File: src/rtl/serial_argmax_feeder_pkg.sv
// Shared constants and state encoding for the serial argmax feeder and the
// chunk-level argmax datapath it drives.
package serial_argmax_feeder_pkg;

    localparam int DEF_WIDTH           = 8;
    localparam int DEF_LANES           = 16;
    localparam int DEF_LANE_IDX_WIDTH  = 4;
    localparam int DEF_NUM_CHUNKS      = 8;
    localparam int DEF_CHUNK_IDX_WIDTH = 3;

    typedef enum logic [1:0] {
        ST_IDLE   = 2'd0,
        ST_STREAM = 2'd1,
        ST_HOLD   = 2'd2
    } feeder_state_e;

    // Smallest power of two >= n; sizes the comparison tree leaves.
    function automatic int pow2_ceil(input int n);
        return 32'sd1 << $clog2(n);
    endfunction

endpackage

File: src/rtl/serial_argmax_feeder_chunk_argmax.sv
// Combinational signed max/argmax over one chunk of LANES elements, built as a
// balanced tree whose left subtrees always hold the lower lane indices.
module chunk_argmax
    import serial_argmax_feeder_pkg::*;
#(
    parameter int WIDTH          = DEF_WIDTH,
    parameter int LANES          = DEF_LANES,
    parameter int LANE_IDX_WIDTH = DEF_LANE_IDX_WIDTH
)(
    input  logic [LANES*WIDTH-1:0]    i_chunk,
    output logic [WIDTH-1:0]          o_max,
    output logic [LANE_IDX_WIDTH-1:0] o_argmax
);

    localparam int PADDED = pow2_ceil(LANES);
    localparam int NODES  = 2 * PADDED - 1;
    localparam logic [WIDTH-1:0] MIN_VAL = {1'b1, {(WIDTH-1){1'b0}}};

    logic signed [WIDTH-1:0]   w_val [NODES];
    logic [LANE_IDX_WIDTH-1:0] w_idx [NODES];

    // Heap-ordered tree: leaves at PADDED-1.., node n has children 2n+1 / 2n+2.
    // The right child wins only on strictly greater, so ties keep the lower lane;
    // padding leaves hold the minimum and can never displace a real lane.
    always_comb begin
        for (int n = 0; n < NODES; n++) begin
            w_val[n] = '0;
            w_idx[n] = '0;
        end
        for (int i = 0; i < PADDED; i++) begin
            if (i < LANES) begin
                w_val[PADDED-1+i] = i_chunk[i*WIDTH +: WIDTH];
                w_idx[PADDED-1+i] = LANE_IDX_WIDTH'(i);
            end else begin
                w_val[PADDED-1+i] = MIN_VAL;
                w_idx[PADDED-1+i] = '0;
            end
        end
        for (int n = PADDED - 2; n >= 0; n--) begin
            if (w_val[2*n+2] > w_val[2*n+1]) begin
                w_val[n] = w_val[2*n+2];
                w_idx[n] = w_idx[2*n+2];
            end else begin
                w_val[n] = w_val[2*n+1];
                w_idx[n] = w_idx[2*n+1];
            end
        end
        o_max    = w_val[0];
        o_argmax = w_idx[0];
    end

endmodule

File: src/rtl/serial_argmax_feeder.sv
// Buffers one vector and presents it chunk by chunk as (max, argmax, chunk)
// results to a downstream serial argmax stage under valid/ready handshaking.
module serial_argmax_feeder
    import serial_argmax_feeder_pkg::*;
#(
    parameter int WIDTH           = DEF_WIDTH,
    parameter int LANES           = DEF_LANES,
    parameter int LANE_IDX_WIDTH  = DEF_LANE_IDX_WIDTH,
    parameter int NUM_CHUNKS      = DEF_NUM_CHUNKS,
    parameter int CHUNK_IDX_WIDTH = DEF_CHUNK_IDX_WIDTH
)(
    input  logic                             clk,
    input  logic                             rst,
    input  logic                             in_valid,
    output logic                             in_ready,
    input  logic [NUM_CHUNKS*LANES*WIDTH-1:0] in_data,
    output logic                             out_valid,
    input  logic                             out_ready,
    output logic [WIDTH-1:0]                 out_max,
    output logic [LANE_IDX_WIDTH-1:0]        out_argmax,
    output logic [CHUNK_IDX_WIDTH-1:0]       out_chunk,
    output logic                             out_last
);

    localparam int CHUNK_BITS = LANES * WIDTH;
    localparam int VEC_BITS   = NUM_CHUNKS * CHUNK_BITS;
    localparam logic [CHUNK_IDX_WIDTH-1:0] LAST_CHUNK = CHUNK_IDX_WIDTH'(NUM_CHUNKS - 1);
    localparam logic [WIDTH-1:0]           MIN_VAL    = {1'b1, {(WIDTH-1){1'b0}}};

    feeder_state_e r_state;
    feeder_state_e w_next_state;

    logic [VEC_BITS-1:0]        r_buf;
    logic [CHUNK_IDX_WIDTH-1:0] r_chunk_cnt;
    logic [CHUNK_BITS-1:0]      w_chunk_data;
    logic [WIDTH-1:0]           w_chunk_max;
    logic [LANE_IDX_WIDTH-1:0]  w_chunk_arg;

    logic w_capture;
    logic w_load;
    logic w_advance;
    logic w_finish;

    logic                       r_out_valid;
    logic [WIDTH-1:0]           r_out_max;
    logic [LANE_IDX_WIDTH-1:0]  r_out_argmax;
    logic [CHUNK_IDX_WIDTH-1:0] r_out_chunk;
    logic                       r_out_last;

    assign w_chunk_data = r_buf[int'(r_chunk_cnt)*CHUNK_BITS +: CHUNK_BITS];

    chunk_argmax #(
        .WIDTH          (WIDTH),
        .LANES          (LANES),
        .LANE_IDX_WIDTH (LANE_IDX_WIDTH)
    ) u_chunk_argmax (
        .i_chunk  (w_chunk_data),
        .o_max    (w_chunk_max),
        .o_argmax (w_chunk_arg)
    );

    // State register.
    always_ff @(posedge clk or posedge rst) begin
        if (rst) begin
            r_state <= ST_IDLE;
        end else begin
            r_state <= w_next_state;
        end
    end

    // Next-state decode; HOLD is the only state with out_valid set, so out_ready
    // is naturally ignored everywhere else.
    always_comb begin
        w_next_state = r_state;
        w_capture    = 1'b0;
        w_load       = 1'b0;
        w_advance    = 1'b0;
        w_finish     = 1'b0;
        case (r_state)
            ST_IDLE: begin
                if (in_valid) begin
                    w_capture    = 1'b1;
                    w_next_state = ST_STREAM;
                end else begin
                    w_next_state = ST_IDLE;
                end
            end
            ST_STREAM: begin
                w_load       = 1'b1;
                w_next_state = ST_HOLD;
            end
            ST_HOLD: begin
                if (out_ready) begin
                    if (r_chunk_cnt == LAST_CHUNK) begin
                        w_finish     = 1'b1;
                        w_next_state = ST_IDLE;
                    end else begin
                        w_advance    = 1'b1;
                        w_next_state = ST_STREAM;
                    end
                end else begin
                    w_next_state = ST_HOLD;
                end
            end
            default: begin
                w_next_state = ST_IDLE;
            end
        endcase
    end

    // Vector buffer: written only on acceptance, deliberately not reset.
    always_ff @(posedge clk) begin
        if (w_capture) begin
            r_buf <= in_data;
        end
    end

    // Chunk counter.
    always_ff @(posedge clk or posedge rst) begin
        if (rst) begin
            r_chunk_cnt <= '0;
        end else if (w_capture) begin
            r_chunk_cnt <= '0;
        end else if (w_advance) begin
            r_chunk_cnt <= r_chunk_cnt + CHUNK_IDX_WIDTH'(1);
        end
    end

    // Result registers; out_last tracks out_chunk so the two never disagree.
    always_ff @(posedge clk or posedge rst) begin
        if (rst) begin
            r_out_valid  <= 1'b0;
            r_out_max    <= MIN_VAL;
            r_out_argmax <= '0;
            r_out_chunk  <= '0;
            r_out_last   <= 1'b0;
        end else if (w_load) begin
            r_out_valid  <= 1'b1;
            r_out_max    <= w_chunk_max;
            r_out_argmax <= w_chunk_arg;
            r_out_chunk  <= r_chunk_cnt;
            r_out_last   <= (r_chunk_cnt == LAST_CHUNK);
        end else if (w_advance || w_finish) begin
            r_out_valid  <= 1'b0;
        end
    end

    assign in_ready   = (r_state == ST_IDLE);
    assign out_valid  = r_out_valid;
    assign out_max    = r_out_max;
    assign out_argmax = r_out_argmax;
    assign out_chunk  = r_out_chunk;
    assign out_last   = r_out_last;

endmodule
File: config.mk
export PLATFORM = sky130hd
export DESIGN_NAME = serial_argmax_feeder
export DESIGN_NICKNAME = d
export VERILOG_FILES = /design/src/rtl/serial_argmax_feeder_pkg.sv /design/src/rtl/serial_argmax_feeder_chunk_argmax.sv /design/src/rtl/serial_argmax_feeder.sv
export SDC_FILE = /design/constraint.sdc
export NUM_CORES = 1
export LEC_CHECK = 0
export ABC_CLOCK_PERIOD_IN_PS = 83400
export BUFFER_PORTS_ARGS = -buffer_cell sky130_fd_sc_hd__buf_4
export CORE_AREA = 3 3 404 406
export CTS_CLUSTER_DIAMETER = 80
export DETAILED_ROUTE_END_ITERATION = 12
export DIE_AREA = 0 0 407 409
export GPL_TIMING_DRIVEN = 0
export RECOVER_POWER = 25
export REMOVE_ABC_BUFFERS = 1
export SKIP_CTS_REPAIR_TIMING = 1
export SLEW_MARGIN = 0
export SYNTH_ARGS = -nofsm -noshare
export SYNTH_HDL_FRONTEND = slang
export SYNTH_HIERARCHICAL = 1
export SYNTH_SLANG_ARGS = --single-unit
File: constraint.sdc
create_clock -name clk -period 83.4 [get_ports clk]
set_input_delay 8.34 -clock clk [delete_from_list [all_inputs] [get_ports clk]]
set_output_delay 8.34 -clock clk [all_outputs]
set_load 0.01 [all_outputs]
==> flow_summary.toml <==
[clock_tree]
clockBufferDepth = 3
cts_made_buffers = 117
clock_sinks = 1046
clk_pin_slew_worst_paths_ns = 0.06
htree_levels = 3
clk_latency_ns = 0.76
cts_root_buf = "clkbuf_16"
cts_tree = "yes"

[logic_synthesis]
synth.avg_cell_area_sq_um = 20.1
synth_cells = 2237
yosysTopAreaCell = "edfxtp_1"
synth_ff_type = "edfxtp_1"
async_flop_share_pct = 2.10
ys_warn_count = 6
synthTopCellsByCount = "1024 x edfxtp_1, 157 x mux2_2, 155 x mux4_2, 113 x inv_1, 108 x ha_1"
synth_seq_cells = 1046
synth_area_leaders = "edfxtp_1 69%, mux4_2 7.8%, mux4_1 5.9%"
synth-edff-count = 1024
synth.distinct_cells = 91
seq_area_frac_synth_pct = 69.8
syn_area_sq_um = 44900
synth.most_common_cell = "edfxtp_1"
synth_top_area_share_pct = 68.5

[worst_hold_path]
holdPathStages = 1
worstHoldEndpoint = "out_chunk[1]"
hold_class = "flop to flop"
worstHoldStart = "out_chunk[1]"

[timing]
finalSetupTns_ns = 0
post-route-period-util_pct = 14.2
post-route-min-period_ns = 11.81
clock_skew_ns = 0.0574
fin_ws_ns = 71.59
finalMaxSlewViolations = 18
worst_pin_slew_ns = 1.55
fmax_mhz = 84.7
hold_viol = 0
rsz0062_at_grt = "false"
finalSetupViolCount = 0
maxSlewHeadroom_pct = -3.66

[drt]
wl_mm = 139
drcViolationCount = 0
dr.pass1.iters = 7
drtAntennaViolNets = 0
vias_per_cell = 4.56
wl_per_cell_um = 24.7
drt_iter0_markers = 1764
vias = 25600

[worst_setup_path]
critPathArrivalTime_ns = 12.46
r2r_slack_ns = 71.59
crit_path_start_kind = "flop"
crit_fanout = 40
reg2reg_depth = 40
slowest_stage = "dfrtp_4"
r2r_start = "r_chunk_cnt[0]"
required_ns = 84.05
worstSetupStartpoint = "r_chunk_cnt[0]"
r2r_end = "out_max[2]"
crit_type = "flop to flop"
critPathCaptureType = "flop"
critPathMaxStageDelay_ns = 0.93
cpMostUsedCell = "a21oi_1"

[die]
dieArea_sq_um = 166000
die_w_um = 407
core_sq_um = 160000
io_pins = 1046
start_util_pct = 28.0
row_count = 147
die-height_um = 409

[grt]
antenna_found_initial = 37
grt_pass1_wl_mm = 190
grt-ovfl-total = 0
first_global_vias = 26700
grt_usage_pct = 16.1
grt_max_degree = 73

[finish]
instances_no_fill = 5622
final_core_util_pct = 37.1
fin_nets = 4481
drive_gt1_share_pct = 46.5
area_delta_synth_final_pct = 32.3

[placement]
place_inst = 5386
place_ws_ns = 70.96
dp_hpwl_mm = 108
port_buffers = 1045
finalWeightedCongestion = 0.830

[status]
status = "finished, violations left"
violations = "capacitance limit, slew limit"

[job]
drv_cap = 1
[critical path, delay by kind of cell (launching register included)]
| kind | cells | cell delay [ns] |
|---|---|---|
| AOI/OAI and AO/OA | 17 | 4.96 |
| adders and majority gates | 4 | 1.25 |
| buffers and inverters | 5 | 1.28 |
| DFF | 1 | 0.93 |
| muxes | 3 | 1.18 |
| and+or+nand+nor | 11 | 1.87 |
[flip-flops by register name, indices dropped and copies added, names as in the netlist]
signal       flops
r_buf         1024
out_max          8
out_argmax       4
out_chunk        3
r_chunk_cnt      3
r_state          2
out_last         1
out_valid        1
[how the worst max path moves through the flow]
stage / end / slack [ns] / cells past startpoint
4_1_cts: out_max[2] / 71.38 / 38
3_3_place_gp: r_buf[820] / 40.70 / 2
6_report: out_max[2] / 71.59 / 40
2_1_floorplan: r_state[0] / 50.04 / 2
3_5_place_dp: r_buf[820] / 70.96 / 10
5_1_grt: out_max[2] / 70.59 / 38
[layer usage]
layer  GRT usage, %  up-vias  part of all wire (%)
met5              0        -                 0.032
met4           4.95        6                   2.5
met3           4.52      190                   7.2
met2           28.3      846                    52
met1           19.0    13000                    39
li1               -    11600                     -
[cell families (layout without fill, tap and decap cells)]
family,Yosys count,count (layout),synth area share [%]
fa+ha+maj,112,112,3.11
flops,1046,1046,69.8
simple gates,189,189,2.31
xor+xnor,12,12,0.251
other cells,0,18,0
mux,472,472,19.0
compound gates,207,207,3.35
buf+inv,199,1406,2.26
[final cells by class]
class | instances | area (sq um)
well taps | 2160 | 2700
fillers | 14800 | 101000
clock buffers | 140 | 3010
diodes | 18 | 45.0
multi-input cells | 992 | 12600
flip-flops and latches | 1046 | 31300
repair buffers | 1074 | 8630
inverters | 114 | 428
clock inverters | 78 | 672
[placed cells by master, fill, tap and decap left out, types with 57 or more instances in the layout]
cell type / count
buf_4: 522
edfxtp_1: 1024
mux4_2: 155
ha_1: 108
clkbuf_4: 523
mux2i_1: 57
mux4_1: 101
a21oi_1: 59
mux2_2: 157
clkbuf_16: 117
inv_1: 113
[through the flow]
| step | instance area, sq um | hold WS, ns |
|---|---|---|
| after floorplan | 44300 | 0.487 |
| after global placement | 54800 | 0.495 |
| after detailed placement | 55600 | 0.497 |
| after CTS | 59300 | 0.512 |
| after global routing | 59400 | 0.526 |
| final | 59400 | 0.508 |
Power is not shown: default switching activity piles up to over one toggle a cycle in this logic, so the estimate is an artifact.
